`config.mk`:
```
export PLATFORM = sky130hd
export DESIGN_NAME = sr_param_playback
export DESIGN_NICKNAME = d
export VERILOG_FILES = /design/src/rtl/sr_param_playback.sv
export SDC_FILE = /design/constraint.sdc
export NUM_CORES = 1
export LEC_CHECK = 0
export ABC_AREA = 0
export BUFFER_PORTS_ARGS = -buffer_cell sky130_fd_sc_hd__buf_2
export CAP_MARGIN = 20
export CORE_ASPECT_RATIO = 0.8
export CORE_MARGIN = 2
export CORE_UTILIZATION = 55
export DETAILED_ROUTE_END_ITERATION = 8
export PLACE_DENSITY_LB_ADDON = 0.1
export SLEW_MARGIN = 20
export SYNTH_ARGS = -nofsm -noshare
export SYNTH_HDL_FRONTEND = slang
export SYNTH_SLANG_ARGS = --single-unit
```
`constraint.sdc`:
```
create_clock -name clk -period 3.5 [get_ports clk]
set_input_delay 0.525 -clock clk [delete_from_list [all_inputs] [get_ports clk]]
set_output_delay 0.525 -clock clk [all_outputs]
set_load 0.03 [all_outputs]
```
`src/rtl/sr_param_playback.sv`:
```
// Replays buffered 5-harmonic omega_dt records into the oscillator bank, one record per SAMPLE_DIVISOR clk_en.
// Optional build macro SR_PLAYBACK_SLEW_EN: outputs slew toward loaded targets by SLEW_STEP per clk_en.
module sr_param_playback #(
    parameter int WIDTH          = 18,
    parameter int SAMPLE_DIVISOR = 4000,
    parameter int FIFO_DEPTH     = 4,
    parameter int NOM_F0         = 199,
    parameter int NOM_F1         = 354,
    parameter int NOM_F2         = 514,
    parameter int NOM_F3         = 643,
    parameter int NOM_F4         = 823,
    parameter int SLEW_STEP      = 1
) (
    input  logic                 clk,
    input  logic                 rst_n,
    input  logic                 clk_en,
    input  logic                 enable,
    input  logic                 rec_valid,
    output logic                 rec_ready,
    input  logic [5*WIDTH-1:0]   rec_data,
    output logic [5*WIDTH-1:0]   omega_dt_packed,
    output logic                 frame_tick,
    output logic                 playing,
    output logic [15:0]          underrun_count,
    output logic [31:0]          record_count
);

    localparam int DW   = 5 * WIDTH;
    localparam int AW   = $clog2(FIFO_DEPTH);
    localparam int CW   = AW + 1;
    localparam int DIVW = (SAMPLE_DIVISOR > 1) ? $clog2(SAMPLE_DIVISOR) : 1;
    localparam logic [DIVW-1:0] DIV_LAST = DIVW'(SAMPLE_DIVISOR - 1);
    localparam logic [DW-1:0] NOM_PACKED = {WIDTH'(NOM_F4), WIDTH'(NOM_F3), WIDTH'(NOM_F2),
                                            WIDTH'(NOM_F1), WIDTH'(NOM_F0)};

    if (SLEW_STEP < 1 || FIFO_DEPTH < 2 || (FIFO_DEPTH & (FIFO_DEPTH - 1)) != 0) begin : g_bad_cfg
        $error("sr_param_playback: invalid SLEW_STEP or FIFO_DEPTH");
    end

    typedef enum logic [1:0] {
        IDLE  = 2'd0,
        PRIME = 2'd1,
        PLAY  = 2'd2,
        HOLD  = 2'd3
    } state_t;

    state_t            state_r, state_next_s;
    logic [DIVW-1:0]   div_r, div_next_s;
    logic              apply_s, underrun_s;

    logic [DW-1:0]     mem_r [FIFO_DEPTH];
    logic [AW-1:0]     wr_ptr_r, rd_ptr_r;
    logic [CW-1:0]     count_r;
    logic              full_s, empty_s, push_s;
    logic [DW-1:0]     head_s;

    logic [DW-1:0]     omega_r;
    logic              frame_tick_r, playing_r;
    logic [15:0]       underrun_r;
    logic [31:0]       record_r;

    // Ready reflects the pre-pop occupancy, so a push is never taken while full.
    assign full_s    = (count_r == CW'(FIFO_DEPTH));
    assign empty_s   = (count_r == {CW{1'b0}});
    assign push_s    = rec_valid && !full_s;
    assign head_s    = mem_r[rd_ptr_r];
    assign rec_ready = !full_s;

    // Record storage; contents need no reset because occupancy is tracked separately.
    always_ff @(posedge clk) begin
        if (push_s) begin
            mem_r[wr_ptr_r] <= rec_data;
        end
    end

    // FIFO pointers and occupancy.
    always_ff @(posedge clk or negedge rst_n) begin
        if (!rst_n) begin
            wr_ptr_r <= {AW{1'b0}};
            rd_ptr_r <= {AW{1'b0}};
            count_r  <= {CW{1'b0}};
        end else begin
            if (push_s) begin
                wr_ptr_r <= wr_ptr_r + AW'(1);
            end
            if (apply_s) begin
                rd_ptr_r <= rd_ptr_r + AW'(1);
            end
            case ({push_s, apply_s})
                2'b10:   count_r <= count_r + CW'(1);
                2'b01:   count_r <= count_r - CW'(1);
                default: count_r <= count_r;
            endcase
        end
    end

    // Playback state and frame divider registers.
    always_ff @(posedge clk or negedge rst_n) begin
        if (!rst_n) begin
            state_r <= IDLE;
            div_r   <= {DIVW{1'b0}};
        end else begin
            state_r <= state_next_s;
            div_r   <= div_next_s;
        end
    end

    // Next-state logic; only the enable check acts without clk_en.
    always_comb begin
        state_next_s = state_r;
        div_next_s   = div_r;
        apply_s      = 1'b0;
        underrun_s   = 1'b0;
        if (!enable) begin
            state_next_s = IDLE;
            div_next_s   = {DIVW{1'b0}};
        end else begin
            case (state_r)
                IDLE: begin
                    state_next_s = PRIME;
                end
                PRIME, HOLD: begin
                    // Restarting from HOLD realigns the frame phase to the late record.
                    if (clk_en && !empty_s) begin
                        apply_s      = 1'b1;
                        div_next_s   = {DIVW{1'b0}};
                        state_next_s = PLAY;
                    end else begin
                        state_next_s = state_r;
                    end
                end
                PLAY: begin
                    if (clk_en && (div_r == DIV_LAST)) begin
                        div_next_s = {DIVW{1'b0}};
                        if (!empty_s) begin
                            apply_s = 1'b1;
                        end else begin
                            underrun_s   = 1'b1;
                            state_next_s = HOLD;
                        end
                    end else if (clk_en) begin
                        div_next_s = div_r + DIVW'(1);
                    end else begin
                        div_next_s = div_r;
                    end
                end
                default: begin
                    state_next_s = IDLE;
                    div_next_s   = {DIVW{1'b0}};
                end
            endcase
        end
    end

    // Status outputs and counters.
    always_ff @(posedge clk or negedge rst_n) begin
        if (!rst_n) begin
            frame_tick_r <= 1'b0;
            playing_r    <= 1'b0;
            underrun_r   <= 16'h0000;
            record_r     <= 32'h0000_0000;
        end else begin
            frame_tick_r <= apply_s;
            playing_r    <= (state_next_s == PLAY);
            if (underrun_s && (underrun_r != 16'hFFFF)) begin
                underrun_r <= underrun_r + 16'h0001;
            end
            if (apply_s) begin
                record_r <= record_r + 32'h0000_0001;
            end
        end
    end

`ifdef SR_PLAYBACK_SLEW_EN
    localparam logic signed [WIDTH:0] STEP_S = (WIDTH+1)'(SLEW_STEP);

    // Moves one signed harmonic toward its target by at most SLEW_STEP.
    function automatic logic [WIDTH-1:0] slew_word(input logic [WIDTH-1:0] cur,
                                                   input logic [WIDTH-1:0] tgt);
        logic signed [WIDTH:0] diff;
        logic [WIDTH-1:0]      res;
        diff = $signed({tgt[WIDTH-1], tgt}) - $signed({cur[WIDTH-1], cur});
        if (diff > STEP_S) begin
            res = cur + WIDTH'(SLEW_STEP);
        end else if (diff < -STEP_S) begin
            res = cur - WIDTH'(SLEW_STEP);
        end else begin
            res = tgt;
        end
        return res;
    endfunction

    logic [DW-1:0] target_r;

    // Applied records load targets; outputs slew toward them on each clk_en.
    always_ff @(posedge clk or negedge rst_n) begin
        if (!rst_n) begin
            target_r <= NOM_PACKED;
            omega_r  <= NOM_PACKED;
        end else begin
            if (apply_s) begin
                target_r <= head_s;
            end
            if (clk_en) begin
                for (int h = 0; h < 5; h++) begin
                    omega_r[h*WIDTH +: WIDTH] <= slew_word(omega_r[h*WIDTH +: WIDTH],
                                                           target_r[h*WIDTH +: WIDTH]);
                end
            end
        end
    end
`else
    // Applied records drive the outputs directly.
    always_ff @(posedge clk or negedge rst_n) begin
        if (!rst_n) begin
            omega_r <= NOM_PACKED;
        end else if (apply_s) begin
            omega_r <= head_s;
        end else begin
            omega_r <= omega_r;
        end
    end
`endif

    assign omega_dt_packed = omega_r;
    assign frame_tick      = frame_tick_r;
    assign playing         = playing_r;
    assign underrun_count  = underrun_r;
    assign record_count    = record_r;

endmodule

```
==> results by group <==
Power
  • Clock network power share: 28.7%
  • Pwr Total: 19300 uW
  • Comb pwr share: 25.2%
  • NetSw: 5880 uW
  • Worst vdd ir: 0.000634 V
  • Pwr dens: 821 nW/um^2
  • Sw Share: 30.5%
  • Leakage power: 0.00938 uW
  • Sequential power share: 46.1%
  • Cell-internal power: 13400 uW

Worst setup path
  • Setup Crit Path Kind: reg -> reg
  • Crit Path Max Fanout: 6
  • Worst reg2reg path endpoint: count_r[2]
  • Crit start category: flop
  • Endpoint class of the critical path: flop
  • Worst r2r src: div_r[0]
  • Worst EP arrival: 3.11 ns
  • Reg2reg setup slack: 0.87 ns
  • Reg2reg path depth: 11
  • Worst EP required: 3.98 ns

STA
  • Setup_tns: 0 ns
  • Minimum clock period: 2.63 ns
  • Fmax: 380 MHz
  • Worst-margin pin slew: 0.853 ns
  • WHS: 0.0163 ns
  • Final setup viols: 0
  • Max_slew headroom: 43.0%
  • Final period util: 75.2%
  • Final clock skew: 0.0123 ns
  • Pins Over Slew Limit: 0
  • RSZ-0062 raised after global routing: false
  • Final Hold Vio Count: 0

Die
  • Die height: 174 microns
  • IO Count: 236
  • CORE AREA: 35800 sq um
  • Initial Util: 55.7%
  • Num rows: 62
  • Die ar.: 37800 sq um
  • Die X-Extent: 217 microns

Logic synthesis
  • Synth Flop Type: edfxtp_1
  • Syn_area_per_cell: 16.5 sq um
  • Number of synthesized flops with an enable pin: 360
  • Netlist cell types: 50
  • Synth Net Count: 1310
  • #FFs+latches synth: 521
  • Sequential fraction of the synthesis area: 74.6%
  • Post-synth ARST share: 30.9%
  • Syn Inst Count: 1206
  • Yosys warns: 0
  • Yosys top cell by area: edfxtp_1
  • Synth area leaders: edfxtp_1 (54%), dfrtp_1 (17%), mux4_2 (10%)
  • Area share of the largest cell type after synthesis: 54.3%
  • Post-synthesis cell area: 19900 sq um

Routing
  • Vias per inst: 5.49
  • Initial DRC count: 915
  • Final wirelength: 39.9 mm
  • Via count: 10900
  • Post-DR wirelength/cell: 20.0 microns
  • DRC: 0
  • Detail Route Antenna Nets: 0
  • Total iterations of the first detailed-routing run: 5

Clock tree
  • CTS clk-pin slew, worst paths: 0.06 ns
  • TritonCTS clock tree: yes
  • H-tree levels: 2
  • Post-cts resize count: 0
  • Clock insertion delay at the later pin of the skew report: 0.56 ns
  • Clock root buffer: clkbuf_16
  • Cts bufs inserted: 49
  • Deepest clock path buffer count: 3
  • Clock Sinks: 521
  • Setup bufs post-CTS: 0
  • Hold buffer count at CTS: 0

Placed design
  • Post-Place Cell Area: 21800 sq um
  • Number of I/O port buffers: 235
  • Hpwl dp: 23.5 mm
  • Gpl congestion: 0.801

Cells and area
  • Total Nets Final: 1566
  • Filler Cell Count: 2539
  • Layout cells sized above 1: 30.8%
  • Cell area after layout: 23500 sq um
  • P&R area growth vs syn: 18.0%

Worst hold path
  • Worst Hold Class: in -> async

Global route
  • Total GRT Usage: 21.6%
  • First-pass GRT wire length: 63.1 mm
  • Vias in the first global route: 11200
  • Initial antenna violation count: 8
  • Global route overflow: 0
  • Pin count of the biggest net entering global routing: 107

Run status
  • Run status: complete, no violations

Flow run
  • Max-Cap Viols: 0
[synth_stat cells, types with 5 or more instances]
master    instances
edfxtp_1        360
nand2_1         309
dfrtp_1         139
mux4_2           90
nor2_1           28
xor2_1           27
nand3_1          25
xnor2_1          23
clkbuf_1         22
dfstp_2          22
buf_2            14
nand4_1          14
o21ai_0          14
inv_1            13
nor3_1           13
and3_1            9
buf_1             8
ha_1              8
nor4_1            7
and4_1            5
nand2b_1          5
nor3_2            5
o31ai_1           5
[worst max path at each step]
stage | start | endpoint | slack [ns] | cells past startpoint
6_report | div_r[0] | count_r[2] | 0.87 | 11
5_1_grt | div_r[0] | count_r[2] | 0.68 | 11
4_1_cts | div_r[0] | count_r[2] | 0.88 | 11
3_5_place_dp | div_r[0] | count_r[2] | 0.92 | 11
3_3_place_gp | clk_en | count_r[2] | 0.99 | 11
2_1_floorplan | count_r[0] | mem_r[0][0] | 0.06 | 3
[placed cells by master, fill, tap and decap left out, types with 3 or more instances in the layout]
cell type	instances
edfxtp_1	360
nand2_1	309
buf_2	234
dfrtp_1	137
mux4_2	90
clkbuf_16	52
nor2_1	28
xor2_1	27
nand3_1	25
xnor2_1	23
dfstp_2	22
nand4_1	14
o21ai_0	14
nor3_1	13
clkbuf_1	13
inv_1	12
buf_12	10
clkbuf_8	9
ha_1	8
nor4_1	7
clkinv_2	7
buf_4	7
diode_2	6
bufinv_16	6
and3_1	5
and4_1	5
nand2b_1	5
nor3_2	5
o31ai_1	5
and3_4	4
clkinv_1	4
a21oi_1	3
nor3b_1	3
a31oi_1	3
mux2_2	3
[cell type report]
type	count	area [sq um]	share of cell area, %
inverter	13	51.3	0.218
sequential	521	14900	63.2
multi-input combinational	625	4830	20.5
clock inverter	18	239	1.02
timing repair buffer	252	1440	6.10
clock buffer	74	1470	6.27
tap	480	601	2.55
antenna	6	15.0	0.0638
[worst max-delay path, stage by stage, from the launching register on]
cell and delay (ns):
dfrtp_1 0.40, ha_1 0.28, nand4_2 0.23, nor4_4 0.40
o21ai_4 0.12, inv_4 0.09, ha_1 0.18, inv_1 0.06
fa_1 0.37, xor2_1 0.15, nor2_1 0.11, xor2_1 0.15
[cell families (layout without fill, tap and decap cells)]
kind of cell | count (synthesis) | after routing | share of synthesized area (%)
compound gates | 36 | 36 | 1.21
xor+xnor | 50 | 50 | 2.20
fa+ha+maj | 9 | 9 | 0.603
buf+inv | 60 | 357 | 1.28
flops | 521 | 521 | 74.6
mux | 94 | 94 | 10.4
other cells | 0 | 6 | 0
simple gates | 436 | 436 | 9.71
[metal layers]
metal	wire, microns	global-route usage, %
met5	32	0
met3	2560	5.11
met2	18900	34.6
met1	17600	30.5
met4	768	5.37
[through the flow]
step	setup WS, ns	util, %	cells
floorplan	0.0610	-	1206
global placement	0.988	60.9	1891
detailed placement	0.915	60.9	1891
CTS	0.882	65.7	1983
global route	0.683	65.8	1986
finish	0.870	65.8	1989
[sequential cells by signal (all words and copies together), names as in the netlist]
signal	count
wr_ptr_r	2
count_r	3
record_count	32
mem_r	360
underrun_count	16
div_r	12
state_r	2
rd_ptr_r	2
frame_tick	1
omega_dt_packed	90
playing	1
[power groups by stage]
stage / registers, uW / logic, uW / clock network (uW)
after floorplan: 9770 / 2580 / 0
after global placement: 8990 / 4890 / 0
after detailed placement: 9040 / 4940 / 0
after CTS: 8930 / 4950 / 5670
after global routing: 9060 / 5260 / 5950
final: 8900 / 4860 / 5550
Note: power is estimated with default switching activity, not from simulation.
